<file path="src/rtl/interrupt_controller_pkg.sv">
// Shared definitions for interrupt_controller: register indices and FSM state encoding.
package interrupt_controller_pkg;

  localparam logic [2:0] INTC_PEND = 3'd0;
  localparam logic [2:0] INTC_MASK = 3'd1;
  localparam logic [2:0] INTC_VEC  = 3'd2;
  localparam logic [2:0] INTC_EOI  = 3'd3;
  localparam logic [2:0] INTC_TRIG = 3'd4;

  typedef enum logic [1:0] {
    S_IDLE = 2'd0,
    S_REQ  = 2'd1,
    S_SVC  = 2'd2
  } state_t;

  // Registers are word-spaced on the byte-addressed I/O bus.
  function automatic logic [2:0] reg_index(input logic [4:0] byte_addr);
    return byte_addr[4:2];
  endfunction

endpackage

</file>
<file path="src/rtl/intc_prio_enc.sv">
// Lowest-index-wins priority encoder; none is set when no request is present.
module intc_prio_enc #(
  parameter int N    = 8,
  parameter int ID_W = 5
) (
  input  logic [N-1:0]    req,
  output logic            none,
  output logic [ID_W-1:0] id
);

  // Scan downward so the lowest set index is the last one written.
  always_comb begin
    id = '0;
    for (int i = N - 1; i >= 0; i--) begin
      if (req[i]) id = ID_W'(i);
    end
  end

  assign none = ~|req;

endmodule

</file>
<file path="src/rtl/interrupt_controller.sv">
// Edge-capturing, maskable, fixed-priority interrupt controller with a bus-visible vector/EOI.
// Optional per-line level mode (TRIG register) is enabled with the INTC_TRIGMODE_EN macro.
module interrupt_controller
  import interrupt_controller_pkg::*;
#(
  parameter int N_IRQ = 8,
  parameter int ID_W  = 5
) (
  input  logic             clk,
  input  logic             reset,
  input  logic [N_IRQ-1:0] irq,
  output logic             intr,
  input  logic             int_ack,
  input  logic             io_cs,
  input  logic             io_rd,
  input  logic             io_wr,
  input  logic [4:0]       io_addr,
  input  logic [31:0]      io_din,
  output logic [31:0]      io_dout
);

  logic [N_IRQ-1:0] irq_q_reg;
  logic [N_IRQ-1:0] pending_reg;
  logic [N_IRQ-1:0] pending_next;
  logic [N_IRQ-1:0] mask_reg;
  logic [N_IRQ-1:0] level_mode;
  logic [N_IRQ-1:0] rise;
  logic [N_IRQ-1:0] elig;
  logic [N_IRQ-1:0] w1c;
  logic [N_IRQ-1:0] ack_clr;
  logic [N_IRQ-1:0] clr;
  logic [ID_W-1:0]  winner;
  logic [ID_W-1:0]  vec_id_reg;
  logic             in_svc_reg;
  logic             none;
  logic             ack_fire;
  logic             wr_en;
  logic             eoi_wr;
  logic [2:0]       reg_idx;
  logic [31:0]      rd_data;
  state_t           state_reg;
  logic             unused_bits;

  assign reg_idx  = reg_index(io_addr);
  assign wr_en    = io_cs & io_wr;
  assign eoi_wr   = wr_en && (reg_idx == INTC_EOI);
  assign rise     = irq & ~irq_q_reg;
  assign elig     = pending_reg & ~mask_reg;
  assign ack_fire = (state_reg == S_REQ) & int_ack & ~none;
  assign w1c      = (wr_en && (reg_idx == INTC_PEND)) ? io_din[N_IRQ-1:0] : '0;
  assign ack_clr  = ack_fire ? (N_IRQ'(1) << winner) : '0;
  assign clr      = w1c | ack_clr;
  assign unused_bits = ^{io_addr[1:0], io_din};

  intc_prio_enc #(
    .N    (N_IRQ),
    .ID_W (ID_W)
  ) u_prio_enc (
    .req  (elig),
    .none (none),
    .id   (winner)
  );

`ifdef INTC_TRIGMODE_EN
  logic [N_IRQ-1:0] trig_reg;

  always_ff @(posedge clk or negedge reset) begin
    if (!reset) begin
      trig_reg <= '0;
    end else if (wr_en && (reg_idx == INTC_TRIG)) begin
      trig_reg <= io_din[N_IRQ-1:0];
    end
  end

  assign level_mode = trig_reg;
`else
  assign level_mode = '0;
`endif

  // A new edge beats a same-cycle clear; level lines simply follow the pin.
  genvar gi;
  generate
    for (gi = 0; gi < N_IRQ; gi++) begin : g_line
      assign pending_next[gi] = level_mode[gi] ? irq[gi]
                              : ((pending_reg[gi] & ~clr[gi]) | rise[gi]);
    end
  endgenerate

  always_ff @(posedge clk or negedge reset) begin
    if (!reset) begin
      irq_q_reg   <= '0;
      pending_reg <= '0;
      mask_reg    <= '0;
    end else begin
      irq_q_reg   <= irq;
      pending_reg <= pending_next;
      if (wr_en && (reg_idx == INTC_MASK)) mask_reg <= io_din[N_IRQ-1:0];
    end
  end

  always_ff @(posedge clk or negedge reset) begin
    if (!reset) begin
      state_reg  <= S_IDLE;
      intr       <= 1'b0;
      in_svc_reg <= 1'b0;
      vec_id_reg <= '0;
    end else begin
      case (state_reg)
        S_IDLE: begin
          if (!none) begin
            state_reg <= S_REQ;
            intr      <= 1'b1;
          end
        end
        S_REQ: begin
          // Losing every eligible request withdraws the interrupt, ack or not.
          if (none) begin
            state_reg <= S_IDLE;
            intr      <= 1'b0;
          end else if (int_ack) begin
            state_reg  <= S_SVC;
            intr       <= 1'b0;
            in_svc_reg <= 1'b1;
            vec_id_reg <= winner;
          end
        end
        S_SVC: begin
          if (eoi_wr) begin
            state_reg  <= S_IDLE;
            in_svc_reg <= 1'b0;
          end
        end
        default: begin
          state_reg <= S_IDLE;
          intr      <= 1'b0;
        end
      endcase
    end
  end

  always_comb begin
    rd_data = '0;
    case (reg_idx)
      INTC_PEND: rd_data[N_IRQ-1:0] = pending_reg;
      INTC_MASK: rd_data[N_IRQ-1:0] = mask_reg;
      INTC_VEC: begin
        rd_data[31]       = in_svc_reg;
        rd_data[ID_W-1:0] = vec_id_reg;
      end
`ifdef INTC_TRIGMODE_EN
      INTC_TRIG: rd_data[N_IRQ-1:0] = level_mode;
`endif
      default: rd_data = '0;
    endcase
    io_dout = (io_cs & io_rd) ? rd_data : 32'h0;
  end

endmodule
</file>
<file path="config.mk">
export PLATFORM = sky130hd
export DESIGN_NAME = interrupt_controller
export DESIGN_NICKNAME = d
export VERILOG_FILES = /design/src/rtl/interrupt_controller_pkg.sv /design/src/rtl/intc_prio_enc.sv /design/src/rtl/interrupt_controller.sv
export SDC_FILE = /design/constraint.sdc
export NUM_CORES = 1
export LEC_CHECK = 0
export BUFFER_PORTS_ARGS = -buffer_cell sky130_fd_sc_hd__buf_2
export CORE_MARGIN = 8
export CORE_UTILIZATION = 41
export CTS_CLUSTER_SIZE = 30
export DETAILED_ROUTE_END_ITERATION = 6
export GPL_TIMING_DRIVEN = 0
export PLACE_DENSITY = 0.81
export SYNTH_ARGS = -nofsm -noshare
export SYNTH_HDL_FRONTEND = slang
export SYNTH_SLANG_ARGS = --single-unit
</file>
<file path="constraint.sdc">
create_clock -name clk -period 1.6 [get_ports clk]
set_input_delay 0.24 -clock clk [delete_from_list [all_inputs] [get_ports clk]]
set_output_delay 0.24 -clock clk [all_outputs]
set_load 0.01 [all_outputs]
</file>
# Yosys cells after proc, flatten, opt, wreduce, memory -nomap -nowiden
# Index checks and enable logic that the tools add are counted.
dict set report op_classes {
  eq_ne 10
  shift 1
  muxes 27
  bitwise_logic 34
  n_reduce_logical 11
}
# operator count
set ops {}
lappend ops {{two-way mux 32 bit} 1}
lappend ops {{two-way mux 3 bit} 8}
lappend ops {{bitwise AND 8 bit} 2}
lappend ops {{two-way mux 8 bit} 2}
lappend ops {{inverter 8 bit} 2}
lappend ops {{one-hot mux 5 bit (3 select lines)} 1}
lappend ops {{bitwise AND 1 bit} 12}
lappend ops {{inverter 1 bit} 9}
lappend ops {{AND reduction 3 bit} 3}
lappend ops {{two-way mux 2 bit} 4}
lappend ops {{bitwise OR 1 bit} 8}
lappend ops {{bitwise OR 8 bit} 1}
lappend ops {{OR reduction 8 bit} 1}
lappend ops {{left shift 1 x 5 -> 8 bit (first input constant)} 1}
lappend ops {{two-way mux 1 bit} 7}
lappend ops {{== test 3 x 2 -> 1 bit (second input constant)} 2}
lappend ops {{!= test 2 bit (second input constant)} 3}
lappend ops {{one-hot mux 2 bit (3 select lines)} 1}
lappend ops {{one-hot mux 3 bit (2 select lines)} 1}
lappend ops {{AND reduction 4 bit} 1}
lappend ops {{== test 3 x 1 -> 1 bit (second input constant)} 1}
lappend ops {{logical AND 1 bit} 3}
lappend ops {{zero test 3 bit} 1}
lappend ops {{!= test 3 bit (second input constant)} 1}
lappend ops {{other kinds (7)} 7}
dict set report word_totals {
  ff_bits 33
  in_bits 51
  output_inout_bits 33
  wordCells 90
}

# Logic depth before layout (Yosys ltp)
dict set report logic_depth {
  ltp_word 16
  mapped_depth 5
}

# By module
# Synthesis repeated with hierarchy kept, for this count alone.
dict set report unflattened {
  hier_cells 194
  area_unflattened_um2 1939.4
}
# mod n_inst cells_each area_per_inst_um2 seq_area_each_um2
set by_module_without_submodules {}
lappend by_module_without_submodules {interrupt_controller 1 177 1834.3 825.8}
lappend by_module_without_submodules {intc_prio_enc 1 17 105.1 0.0}

# Least setup slack after synthesis
# No wires, ideal clock.
dict set report synth_timing {
  path_kind {reg-to-reg}
  from {reg pending_reg[6]}
  to {reg pending_reg[5]}
  setup_time_ns 0.132
  arrival_ns 1.514
  t_required_ns 1.468
  setup_slack_ns -0.046
  path_stages_with_launch 6
  n_path_buf 0
  synth_period_minus_slack_ns 1.646
  path_cell_list {dfrtp_1 -> nor2b_4 -> or3b_4 -> a221o_1 -> o311ai_1 -> o21ai_1}
}
dict set report synth_between {
  elab_chain_cells 14
  elab_cells_between_ends 16
  cone_classes {shift (1); mux (8); bitwise (6); reduce/logical (1)}
}
# item line
set synth_lines {}
lappend synth_lines {{start: declaration} interrupt_controller.sv:23} ;# logic [N_IRQ-1:0] pending_reg;
lappend synth_lines {{start signal: assignment} interrupt_controller.sv:96} ;# pending_reg <= pending_next;
lappend synth_lines {{bitwise AND 8 bit (*)} interrupt_controller.sv:48} ;# assign elig = pending_reg & ~mask_reg;
lappend synth_lines {{two-way mux 3 bit (7 in a row)} intc_prio_enc.sv:15} ;# if (req[i]) id = ID_W'(i);
lappend synth_lines {{left shift 1 x 5 -> 8 bit} interrupt_controller.sv:51} ;# assign ack_clr = ack_fire ? (N_IRQ'(1) << winner) : '0;
lappend synth_lines {{two-way mux 8 bit (*)} interrupt_controller.sv:51}
lappend synth_lines {{bitwise OR 8 bit (*)} interrupt_controller.sv:52} ;# assign clr = w1c | ack_clr;
lappend synth_lines {{inverter 1 bit (*)} interrupt_controller.sv:85} ;# : ((pending_reg[gi] & ~clr[gi]) | rise[gi]);
lappend synth_lines {{bitwise AND 1 bit (*)} interrupt_controller.sv:85}
lappend synth_lines {{bitwise OR 1 bit (*)} interrupt_controller.sv:85}
lappend synth_lines {{via pending_next[5]} interrupt_controller.sv:24} ;# logic [N_IRQ-1:0] pending_next;
# Mark *: on every way through the listed nets, which the timed path passes. The rest lies on a longest branch.
# A chain may end at the register's enable or synchronous reset.

# Final worst setup path
# Ends and elaborated chain as after synthesis.

==> run metrics <==
R2R Setup Slk=-0.11 ns; grt total ovfl=0; Die H=80.8 um; worst hold path class=in -> async; Final period util=107%; Finished Core Util=54.9%; pre-CTS setup slack=-0.215 ns; RSZ-0062 raised after global routing=true; fillcell total=387; Total Power=2510 uW; area occupied by multi-input gates=842 um^2; CP Launch Point=pending_reg[6]$_DFF_PN0_; dominant cells by area after synthesis=dfrtp_1, buf_4, mux2i_1, mux2_2, nor2_1; count leader, synth=dfrtp_1; TritonCTS Buffers=5; outcome=complete, but fails checks; Worst slew margin=52.8%; PnR worst setup slack=-0.111 ns; Max VDD drop=0.565 mV; clock-pin slew on the worst setup and hold paths=0.06 ns; Highest Signal Layer=met4; final hold vios=0; Total Neg Setup Slack=-0.282 ns; Initial Util=42.7%; vias in the first global route=1,338; FF/Latch Area=776 um^2; Avg Inst Size Synth=9.88 um^2; clk_lat worst skew=0.28 ns; DRT iter0 DRCs=107; Yosys top cell by area=dfrtp_1; register area share after synthesis=45.1%; io pins=84; area grow syn2layout=28.6%; Post-DP HPWL=2820 um; chip width=80.8 um; wire length on met1=1590 um; clk root buf=clkbuf_8; H-Tree Depth=2; max cap viols=0; layout cells sized above 1=39.1%; LEAKAGE=0.00113 uW; GP Congestion=0.860; CTS Buffer Depth=2; initial antenna violation count=0; WL/cell=13.1 um; ys async rst share=100%; Max Fclk=584 MHz; most used flip-flop cell after synthesis=dfrtp_1; Critical Path Fanout Max=3; total number of vias=1,360; R2R depth=5; WL met2=1750 um; FF-to-FF Start=pending_reg[6]$_DFF_PN0_; Worst setup endpoint=pending_reg[5]$_DFF_PN0_; Post-synth top cells=dfrtp_1, buf_4, nor2_1; largest net degree at the start of global routing=32; fin. max-slew vios=0; Post-synth EDFFs=0; met3 wire length=435 um; Finish-stage setup viols=3; R2R Path End=pending_reg[5]$_DFF_PN0_; input/output buffers=33; CP Class=reg -> reg; CP Capture Type=flip-flop; Final Critical Period=1.71 ns; first-pass GRT wire length=5990 um; Worst Tran Pin Value=0.708 ns; post-route ant nets=0; num rows=23; top-area cell type share of the netlist area=45.1%; CTS tree=done; # hold bufs at CTS=0; vias per inst=4.64; Core ar.=4030 um^2; startpoint types=flip-flop; Yosys warning total=0; CP arrival=1.87 ns; Yosys reg bits=31; unique cell type count in the Yosys netlist=43; Final Skew=0.00722 ns; final wirelength=3840 um; mapped cell area=1720 um^2; Syn Inst Count=174; Ant. Diodes=0; Post-route DRC=0; drt pass-1 iters=4; Final Net Count=295; pwr dens=1130 nW/um^2; full die area=6520 um^2; Sink Count=31; failing checks=negative setup slack; global-route usage over all layers=11.7%; Crit path required time=1.76 ns
## stage by stage
stage | instance area [um^2] | hold slack, ns | std cells
after floorplan | 1800 | -0.0556 | 196
after global placement | 2030 | 0.313 | 279
after detailed placement | 2030 | 0.322 | 279
after CTS | 2150 | 0.0200 | 287
after global routing | 2210 | 0.0668 | 293
final | 2210 | 0.00422 | 293
## area by class of cell
class,count,area share [%]
timing repair buffer,41,10.2
tap,50,2.83
sequential,31,35.1
multi-input combinational,127,38.1
inverter,13,2.21
buffer,25,8.32
clock buffer,6,3.28
## cell usage in the layout (no fill, tap or decap), types with 2 or more instances in the layout
cell type and n:
o21ai_1 7, dfrtp_1 31, o211ai_1 3, buf_4 31
nor2_2 2, nor2_1 19, mux2i_1 8, a211oi_1 2
inv_1 13, clkbuf_1 2, mux2_2 7, clkbuf_8 5
nor2b_2 5, a21oi_1 7, nor2b_1 2, conb_1 23
nand2b_1 2, nand2_1 12, buf_2 33
## power by group
group / internal (uW) / switching (uW)
Combinational: 438 / 409
Sequential: 960 / 152
Clock: 289 / 258
Total: 1690 / 819
## worst max-delay path, cell delays in order, from the launching register on
cell and delay [ns]:
dfrtp_1 0.38, nor2b_4 0.13, or3b_4 0.38, a221o_1 0.34, o311ai_2 0.27, o21ai_1 0.10
## layer usage
layer  up-vias  global-route usage, %
met3         6                   4.86
met1       618                   12.9
met5         -                      0
met4         0                   5.36
met2        50                   19.2
li1        686                      -
## worst min-delay path by stage
stage | end | slack [ns] | cells after the start
finish | irq_q_reg[7]$_DFF_PN0_ | 0.004 | 1
global route | irq_q_reg[7]$_DFF_PN0_ | 0.07 | 1
CTS | irq_q_reg[7]$_DFF_PN0_ | 0.02 | 1
detailed placement | irq_q_reg[7]$_DFF_PN0_ | 0.32 | 1
global placement | irq_q_reg[5]$_DFF_PN0_ | 0.31 | 1
floorplan | in_svc_reg$_DFFE_PN0P_ | -0.06 | 0
## what timing repair did
action                                 4_1_cts  5_1_grt
endpoints found under the hold margin        0        0
pin swaps                                    2        4
setup endpoints to repair                    6       10
setup buffers                                2        6
resized for setup                            6        3
## kinds of logic (layout without fill, tap and decap cells)
family | after synthesis | in the layout | share of synthesized area (%)
AND/OR/NAND/NOR | 56 | 56 | 18.9
multiplexers | 16 | 16 | 9.90
flip-flops | 31 | 31 | 45.1
AO/OA/AOI/OAI | 32 | 32 | 12.4
buffers and inverters | 38 | 85 | 13.4
other | 1 | 23 | 0.218
(Power assumes the default switching activity.)
